### config.mk
export PLATFORM = sky130hd
export DESIGN_NAME = sevenseg_scan_driver_flat
export DESIGN_NICKNAME = d
export VERILOG_FILES = /design/src/rtl/sevenseg_pkg.sv /design/src/rtl/sevenseg_scan_driver_if.sv /design/src/rtl/sevenseg_glyph_rom.sv /design/src/rtl/sevenseg_scan_driver.sv /design/src/flat_wrapper.sv
export SDC_FILE = /design/constraint.sdc
export NUM_CORES = 1
export LEC_CHECK = 0
export ABC_CLOCK_PERIOD_IN_PS = 2950
export CORE_ASPECT_RATIO = 0.6
export CORE_MARGIN = 8
export CORE_UTILIZATION = 30
export DETAILED_ROUTE_END_ITERATION = 6
export GPL_TIMING_DRIVEN = 0
export PLACE_DENSITY = 0.59
export SKIP_CTS_REPAIR_TIMING = 1
export SYNTH_ARGS = -nofsm -noshare
export SYNTH_HDL_FRONTEND = slang
export SYNTH_HIERARCHICAL = 1
export SYNTH_SLANG_ARGS = --single-unit
### constraint.sdc
create_clock -name clock -period 2.95 [get_ports clock]
set_input_delay 0.295 -clock clock [delete_from_list [all_inputs] [get_ports clock]]
set_output_delay 0.295 -clock clock [all_outputs]
set_load 0.005 [all_outputs]
### src/rtl/sevenseg_pkg.sv
// Shared glyph table, segment constants and the active-level transform for the seven-segment driver.
// Latency: none (constants and a pure function).
// Backpressure: not applicable.
package sevenseg_pkg;

    // Active-low glyphs: bit7 = dp (1 = off), bits 6:0 = g..a.
    localparam logic [7:0] GLYPH_0 = 8'hC0;
    localparam logic [7:0] GLYPH_1 = 8'hF9;
    localparam logic [7:0] GLYPH_2 = 8'hA4;
    localparam logic [7:0] GLYPH_3 = 8'hB0;
    localparam logic [7:0] GLYPH_4 = 8'h99;
    localparam logic [7:0] GLYPH_5 = 8'h92;
    localparam logic [7:0] GLYPH_6 = 8'h82;
    localparam logic [7:0] GLYPH_7 = 8'hF8;
    localparam logic [7:0] GLYPH_8 = 8'h80;
    localparam logic [7:0] GLYPH_9 = 8'h90;
    localparam logic [7:0] GLYPH_A = 8'h88;
    localparam logic [7:0] GLYPH_B = 8'h83;
    localparam logic [7:0] GLYPH_C = 8'hC6;
    localparam logic [7:0] GLYPH_D = 8'hA1;
    localparam logic [7:0] GLYPH_E = 8'h86;
    localparam logic [7:0] GLYPH_F = 8'h8E;

    localparam logic [7:0] SEG_OFF_AL = 8'hFF;
    localparam int         DP_BIT     = 7;

    // Everything internal is active-low; flip the byte for active-high boards.
    function automatic logic [7:0] to_level(input logic [7:0] al_byte, input bit active_low);
        return active_low ? al_byte : ~al_byte;
    endfunction

endpackage

### src/rtl/sevenseg_scan_driver_if.sv
// Display bus between the status datapath (master) and the scan driver (slave).
// Latency: none (wires only).
// Backpressure: none; load is a strobe that the driver always accepts.
interface sevenseg_scan_driver_if #(
    parameter int NUM_DIGITS = 4
);
    localparam int SLOT_W = (NUM_DIGITS > 1) ? $clog2(NUM_DIGITS) : 1;

    logic                    load;
    logic [4*NUM_DIGITS-1:0] value;
    logic [NUM_DIGITS-1:0]   dp;
    logic [NUM_DIGITS-1:0]   blank;
    logic [7:0]              seg;
    logic [NUM_DIGITS-1:0]   an;
    logic [SLOT_W-1:0]       slot_idx;

    modport master (output load, value, dp, blank, input seg, an, slot_idx);
    modport slave  (input load, value, dp, blank, output seg, an, slot_idx);

endinterface

### src/rtl/sevenseg_glyph_rom.sv
// Combinational hex digit + dp to active-low seven-segment glyph.
// Latency: 0 cycles (pure combinational).
// Backpressure: not applicable.
module sevenseg_glyph_rom
    import sevenseg_pkg::*;
(
    input  logic [3:0] digit_i,
    input  logic       dp_i,
    output logic [7:0] glyph_o
);

    // Table lookup, then drop the dp bit low when the point is lit.
    always_comb begin
        glyph_o = GLYPH_0;
        case (digit_i)
            4'h0: glyph_o = GLYPH_0;
            4'h1: glyph_o = GLYPH_1;
            4'h2: glyph_o = GLYPH_2;
            4'h3: glyph_o = GLYPH_3;
            4'h4: glyph_o = GLYPH_4;
            4'h5: glyph_o = GLYPH_5;
            4'h6: glyph_o = GLYPH_6;
            4'h7: glyph_o = GLYPH_7;
            4'h8: glyph_o = GLYPH_8;
            4'h9: glyph_o = GLYPH_9;
            4'hA: glyph_o = GLYPH_A;
            4'hB: glyph_o = GLYPH_B;
            4'hC: glyph_o = GLYPH_C;
            4'hD: glyph_o = GLYPH_D;
            4'hE: glyph_o = GLYPH_E;
            default: glyph_o = GLYPH_F;
        endcase
        glyph_o[DP_BIT] = ~dp_i;
    end

endmodule

### src/rtl/sevenseg_scan_driver.sv
// Time-multiplexed seven-segment scan driver with shadow load, guard interval, dp and blanking; SEVENSEG_LZ_SUPPRESS_EN adds leading-zero suppression.
// Latency: seg/an are registered, 1 cycle after the counter/shadow state they show.
// Backpressure: none; load is captured on any edge where it is high.
module sevenseg_scan_driver
    import sevenseg_pkg::*;
#(
    parameter int NUM_DIGITS   = 4,
    parameter int SCAN_DIV     = 1000,
    parameter int GUARD_CYCLES = 2,
    parameter bit ACTIVE_LOW   = 1'b1
) (
    input logic                 clock,
    input logic                 reset,
    sevenseg_scan_driver_if.slave bus
);

    localparam int SLOT_W = (NUM_DIGITS > 1) ? $clog2(NUM_DIGITS) : 1;
    localparam int CNT_W  = $clog2(SCAN_DIV);
    localparam logic [7:0]            SEG_OFF = to_level(SEG_OFF_AL, ACTIVE_LOW);
    localparam logic [NUM_DIGITS-1:0] AN_OFF  = {NUM_DIGITS{ACTIVE_LOW}};

    logic [4*NUM_DIGITS-1:0] value_q;
    logic [NUM_DIGITS-1:0]   dp_q, blank_q;
    logic [CNT_W-1:0]        cnt_q, cnt_d;
    logic [SLOT_W-1:0]       slot_q, slot_d;
    logic [7:0]              seg_q, seg_d;
    logic [NUM_DIGITS-1:0]   an_q, an_d;
    logic [NUM_DIGITS-1:0]   lz_mask;
    logic [NUM_DIGITS-1:0]   an_on;
    logic [7:0]              rom_glyph, glyph_al;
    logic                    in_guard;

    // Shadow registers: the whole frame is replaced in one edge so digits never tear.
    always_ff @(posedge clock or posedge reset) begin
        if (reset) begin
            value_q <= '0;
            dp_q    <= '0;
            blank_q <= '0;
        end else if (bus.load) begin
            value_q <= bus.value;
            dp_q    <= bus.dp;
            blank_q <= bus.blank;
        end
    end

    // Slot timing: cnt wraps every SCAN_DIV cycles and steps the scanned digit.
    always_comb begin
        cnt_d  = cnt_q + 1'b1;
        slot_d = slot_q;
        if (cnt_q == CNT_W'(SCAN_DIV - 1)) begin
            cnt_d  = '0;
            slot_d = (slot_q == SLOT_W'(NUM_DIGITS - 1)) ? '0 : slot_q + 1'b1;
        end
    end

    // Counter and slot registers.
    always_ff @(posedge clock or posedge reset) begin
        if (reset) begin
            cnt_q  <= '0;
            slot_q <= '0;
        end else begin
            cnt_q  <= cnt_d;
            slot_q <= slot_d;
        end
    end

    sevenseg_glyph_rom u_glyph_rom (
        .digit_i (value_q[4*slot_q +: 4]),
        .dp_i    (dp_q[slot_q]),
        .glyph_o (rom_glyph)
    );

`ifdef SEVENSEG_LZ_SUPPRESS_EN
    logic lz_found;

    // Walk down from the top digit; every digit above the first nonzero one is dark. Digit 0 never is.
    always_comb begin
        lz_mask  = '0;
        lz_found = 1'b0;
        for (int i = NUM_DIGITS - 1; i > 0; i--) begin
            if (value_q[4*i +: 4] != 4'h0) lz_found = 1'b1;
            lz_mask[i] = ~lz_found;
        end
    end
`else
    assign lz_mask = '0;
`endif

    assign in_guard = int'(cnt_q) < GUARD_CYCLES;

    // Next output byte: glyph with suppression/blanking, then guard forces everything dark.
    always_comb begin
        glyph_al = rom_glyph;
        if (lz_mask[slot_q]) glyph_al[6:0] = 7'h7F;
        if (blank_q[slot_q]) glyph_al = SEG_OFF_AL;
        an_on = NUM_DIGITS'(1) << slot_q;
        if (in_guard) begin
            seg_d = SEG_OFF;
            an_d  = AN_OFF;
        end else begin
            seg_d = to_level(glyph_al, ACTIVE_LOW);
            an_d  = ACTIVE_LOW ? ~an_on : an_on;
        end
    end

    // Output register: reset drives the pins dark immediately.
    always_ff @(posedge clock or posedge reset) begin
        if (reset) begin
            seg_q <= SEG_OFF;
            an_q  <= AN_OFF;
        end else begin
            seg_q <= seg_d;
            an_q  <= an_d;
        end
    end

    assign bus.seg      = seg_q;
    assign bus.an       = an_q;
    assign bus.slot_idx = slot_q;

endmodule
### src/flat_wrapper.sv
// flat-port wrapper written by rule: the top's interface ports become plain ports
module sevenseg_scan_driver_flat import sevenseg_pkg::*;
#(
    parameter int NUM_DIGITS   = 4,
    parameter int SCAN_DIV     = 1000,
    parameter int GUARD_CYCLES = 2,
    parameter bit ACTIVE_LOW   = 1'b1
)
  (clock, reset, bus_load, bus_value, bus_dp, bus_blank, bus_seg, bus_an, bus_slot_idx);
  sevenseg_scan_driver_if #(.NUM_DIGITS(NUM_DIGITS)) bus_i ();
  input logic clock;
  input logic reset;
  input wire logic [$bits(bus_i.load)-1:0] bus_load;
  input wire logic [$bits(bus_i.value)-1:0] bus_value;
  input wire logic [$bits(bus_i.dp)-1:0] bus_dp;
  input wire logic [$bits(bus_i.blank)-1:0] bus_blank;
  output wire logic [$bits(bus_i.seg)-1:0] bus_seg;
  output wire logic [$bits(bus_i.an)-1:0] bus_an;
  output wire logic [$bits(bus_i.slot_idx)-1:0] bus_slot_idx;
  assign bus_i.load = bus_load;
  assign bus_i.value = bus_value;
  assign bus_i.dp = bus_dp;
  assign bus_i.blank = bus_blank;
  assign bus_seg = bus_i.seg;
  assign bus_an = bus_i.an;
  assign bus_slot_idx = bus_i.slot_idx;
  sevenseg_scan_driver #(.NUM_DIGITS(NUM_DIGITS), .SCAN_DIV(SCAN_DIV), .GUARD_CYCLES(GUARD_CYCLES), .ACTIVE_LOW(ACTIVE_LOW)) u_core (.clock(clock), .reset(reset), .bus(bus_i));
endmodule
* Word-level counts from Yosys, hierarchy flattened
Memory sizes are Yosys's and may differ from the RTL's.
Cells that the tools add are included.
** Word-level totals
- Register bits :: 48
- Latch bits :: 0
- RAM bits :: 0
- Bits in read-only memories :: 112
- Input port bits :: 27
- Output and inout port bits :: 14
- Memories kept :: 1
** Cells by class
- $add $sub $neg :: 2
- $mul :: 0
- Div/mod/pow operators :: 0
- Magnitude comparators :: 2
- Eq/ne operators :: 2
- Shift-type cells :: 2
- Multiplexer cells :: 12
- Bitwise gates (word level) :: 2
- Reduce and logical (&&, ||, !) cells :: 0
** Memories
- (name not given) :: depth 16, width 7, rd ports 1, clocked after memory_dff 0, write ports 0, line sevenseg_glyph_rom.sv:15 : case (digit_i)
** Operator list (count)
- $mux W8 :: 2
- $shiftx A16 B5 Y4 :: 1
- $add A10 B1 Y10 const B :: 1
- $eq A10 B10 Y1 const B :: 1
- $lt A10 B2 Y1 const B :: 1
- $mux W10 :: 1
- $mux W7 :: 1
- $bmux W1 S2 :: 3
- $mux W4 :: 1
- $not A4 Y4 :: 1
- $shl A1 B2 Y4 const A :: 1
- $lt A2 B3 Y1 const B :: 1
- $mux W1 :: 3
- $add A2 B1 Y2 const B :: 1
- $eq A2 B2 Y1 const B :: 1
- $mux W2 :: 1
- $not A1 Y1 :: 1

* Longest topological paths before layout
- Depth in word-level cells :: 5
- Depth in mapped cells :: 8

* Cells and area by module
Netlist, hierarchy kept.
** Modules (own cells, without submodules)
- sevenseg_scan_driver :: instances 1, cells an instance 144, area each 2084.5 µm²
- sevenseg_glyph_rom :: instances 1, cells an instance 33, area each 279.0 µm²

* Worst setup path after synthesis
Ideal clock, no wire load.
- Path kind :: reg2reg
- From :: register u_core.slot_q[0], in the netlist u_core/bus.slot_idx[0]
- To :: register u_core.seg_q[0], in the netlist u_core/bus.seg[0]
- Setup time :: 0.064 ns
- Arrival :: 2.225 ns
- Path slack :: 0.661 ns
- Cell stages (with the launch flop) :: 9
- Period minus slack after synthesis :: 2.289 ns
- Cells stage by stage :: dfrtp_1 > buf_6 > mux4_1 > inv_1 > ha_1 > and2b_2 > or3b_1 > o21ai_0 > nand2b_1
** On the way
- Word-level cells in the longest chain between the ends :: 5
** RTL lines
- from (decl) :: line sevenseg_scan_driver.sv:25 : logic [SLOT_W-1:0] slot_q, slot_d;
- from (signal assigned) :: line sevenseg_scan_driver.sv:63 : slot_q <= slot_d;
- $shiftx A16 B5 Y4 :: line sevenseg_scan_driver.sv:68 : .digit_i (value_q[4*slot_q +: 4]),
- $mem_v2 Z16 W7
- named net u_core.rom_glyph[0] :: line sevenseg_scan_driver.sv:30 : logic [7:0] rom_glyph, glyph_al;
- $mux W7 :: line sevenseg_scan_driver.sv:94 : if (lz_mask[slot_q]) glyph_al[6:0] = 7'h7F;
- $mux W8 :: line sevenseg_scan_driver.sv:95 : if (blank_q[slot_q]) glyph_al = SEG_OFF_AL;
- $mux W8 :: line sevenseg_scan_driver.sv:97 : if (in_guard) begin
- named net u_core.seg_d[0] :: line sevenseg_scan_driver.sv:26 : logic [7:0] seg_q, seg_d;
- to (signal assigned) :: line sevenseg_scan_driver.sv:112 : seg_q <= seg_d;
- to (decl) :: line sevenseg_scan_driver.sv:26
The timed path passes the listed nets, and every way through them passes these cells. The select of a mux whose other input is x is not followed.
A chain may end at the register's enable or synchronous reset.

* Worst setup path in the final report
- From :: register u_core.slot_q[1], in the netlist u_core/bus.slot_idx[1]
- To :: register u_core.seg_q[0], in the netlist u_core/bus.seg[0]
Same word-level chain as after synthesis.

==> flow_summary.ini <==
[yosys]
ys_warn_count = 6
synthFlopType = dfrtp_1
synth.avg_cell_area_sq_um = 13.4
synth_cell_type_count = 39
synth-edff-count = 0
yosys.cell_count.top_type = dfrtp_1
synth_compound_area_share_pct = 4.61
synth_area_leaders = dfrtp_1 (38%), dfstp_2 (13%), mux2_2 (12%), mux4_1 (6.7%), ha_1 (6.4%)
synth_area_leader_cell = dfrtp_1
synthAdderAreaFrac_pct = 6.35
synthCells = 177
synth_mux_area_share_pct = 21.7
synth_xor_area_share_pct = 1.85
synth-seq-area-share_pct = 51.5
synth_simple_gate_area_share_pct = 10.5
ys_ff_latch = 48
postSynth.asyncResetShare_pct = 100
synthTopCellsByCount = dfrtp_1 (36), mux2_2 (25), dfstp_2 (12), ha_1 (12)
yosysTopAreaCellShare_pct = 38.1
synth_area_sq_um = 2360
synth_top_family_by_area = multiplexers
synth_nets = 216

[global_routing]
grt_most_used_layer = met1
grt_usage_pct = 9.55
grt_remaining_overflow = 0
grt_use_met1_pct = 13.7
grt_pass1_vias = 1540
grt_pass1_wl_um = 8090
grt_max_degree = 38
use_met2_pct = 12.3
use_met3_pct = 3.54
antenna_found_initial = 0

[clock_tree]
cts_tree = built
clk_pin_slew_ps = 70
clock_latency_ps = 290
numCtsBuffers = 5
htreeDepth = 2
root_buffer = clkbuf_16
cts_sinks = 48
max-clock-path-buffers = 2

[timing]
timing.hold.ws_ps = 259
rsz0062_at_grt = no
finalHoldViolations = 0
post-route-min-period_ps = 2600
worst_pin_slew_ps = 466
setup_violations = 0
worst_slack_ps = 351
slew_violations = 0
post-route-period-util_pct = 88.1
slew_headroom_pct = 69.0
tns_ps = 0
fmax_ghz = 0.385
fin_skew_ps = 8.91

[route]
drt_iter0_drc = 55
wl_um = 4930
drt-pass1-iter-count = 4
vias = 1489
vias_per_cell = 4.47
drc = 0
drt-wirelength-per-cell_um = 14.8
ant_nets = 0

[placed_design]
place_congestion = 0.788
port_buffers = 39
post-place-ws_ps = 359
dp_cells = 325
placed_area_sq_um = 2910
dp_hpwl_um = 3730

[finish]
num-fill-cells = 804
area_delta_synth_final_pct = 30.3
multi_input_comb_area_sq_um = 1060
diodes = 0
finalNetCount = 263
stdcell_area_sq_um = 3080
final_cells = 333
drive_gt1_share_pct = 25.8
ff_latch_area_sq_um = 1220

[floorplan]
dieArea_sq_um = 11100
coreArea_sq_um = 7760
dieHeight_um = 84.8
start_util_pct = 30.5
ioPinCount = 41
die_x_um = 131
rows = 25

[power_and_ir_drop]
comb_power_share_pct = 14.1
power_density_nw_per_um2 = 528
power_frac_clock_pct = 40.4
power_switching_mw = 0.365
intPower_mw = 1.26
ir_drop_mv = 0.240
static-leakage-power_nw = 1.30
seqPwrFrac_pct = 45.4
switching_share_pct = 22.4

[critical_path]
crit_fanout = 8
worstSetupPathType = reg2reg
critPathCaptureType = flip-flop
arrival_ps = 2830
startpoint_type = flip-flop
critPathRequiredTime_ps = 3180

[min_path]
hold_path.class = in2async

[run_status]
status = finished clean

[flow_run]
maxCapViolCount = 0
-- cell usage in the layout, fill, tap and decap left out, types with 4 or more instances in the layout --
cell | synthesis | layout
mux2i_1 | 4 | 4
nand2b_1 | 8 | 8
dfrtp_1 | 36 | 36
clkdlybuf4s50_1 | 0 | 39
clkbuf_16 | 0 | 5
inv_1 | 10 | 9
nor2_1 | 10 | 10
dfstp_2 | 12 | 12
nand2_1 | 6 | 6
xor2_1 | 4 | 4
ha_1 | 12 | 12
mux4_1 | 6 | 6
mux2_2 | 25 | 25
nand3_1 | 6 | 6
-- final timing paths --
kind	from	endpoint	slack, ps	depth (start not counted)
setup / recovery	u_core/bus.slot_idx[1]	u_core/bus.seg[0]	350	8
hold / removal	reset	u_core/bus.slot_idx[0]	260	2
setup reg to reg	u_core/bus.slot_idx[1]	u_core/bus.seg[0]	350	8
hold reg to reg	u_core/cnt_q[4]	u_core/cnt_q[4]	500	1
max in group asynchronous	reset	u_core/bus.seg[1]	2150	3
min in group clock	bus_load	u_core/value_q[12]	470	2
-- kinds of logic after synthesis --
kind of cell / after synthesis
DFF: 48
AOI/OAI and AO/OA: 13
xor gates and xnor gates: 5
buffers and inverters: 17
muxes: 37
adders and majority gates: 12
and+or+nand+nor: 45
-- power by group through the flow --
stage / combinational [mW] / sequential (mW) / clock, mW
6_report: 0.230 / 0.738 / 0.658
5_1_grt: 0.254 / 0.745 / 0.711
4_1_cts: 0.235 / 0.739 / 0.677
3_5_place_dp: 0.234 / 0.752 / 0
3_3_place_gp: 0.227 / 0.750 / 0
2_1_floorplan: 0.131 / 0.747 / 0
-- sequential cells by signal, indices dropped and copies added, names as in the netlist --
signal,count
u_core/bus.an,4
u_core/cnt_q,10
u_core/bus.slot_idx,2
u_core/value_q,16
u_core/bus.seg,8
u_core/dp_q,4
u_core/blank_q,4
-- routing by layer --
metal  part of all wire [%]  wire (um)
met1                     53       2610
met2                     38       1880
met3                    7.4        364
met4                    1.4         71
met5                      0          0
-- metrics by stage --
| stage | utilization, % | total power, mW |
|---|---|---|
| finish | 39.7 | 1.63 |
| global route | 39.7 | 1.71 |
| CTS | 39.7 | 1.65 |
| detailed placement | 37.5 | 0.986 |
| global placement | 37.2 | 0.977 |
| floorplan | - | 0.878 |
-- worst max-delay path, cell delays in order (launching register included) --
cell and delay (ps):
dfrtp_1 410, clkbuf_1 400, mux4_1 500, inv_1 220, ha_1 220, and2b_2 230, or3b_1 360, o21ai_0 70
nand2b_1 120
-- area by class of cell --
cell class,instances,area share [%]
Sequential cell,48,39.5
Multi-Input combinational cell,112,34.6
Inverter,10,1.22
Tap cell,108,4.39
Clock buffer,5,4.06
Buffer,7,1.46
Clock inverter,3,1.50
Timing Repair Buffer,40,13.3
(Power assumes the default switching activity.)
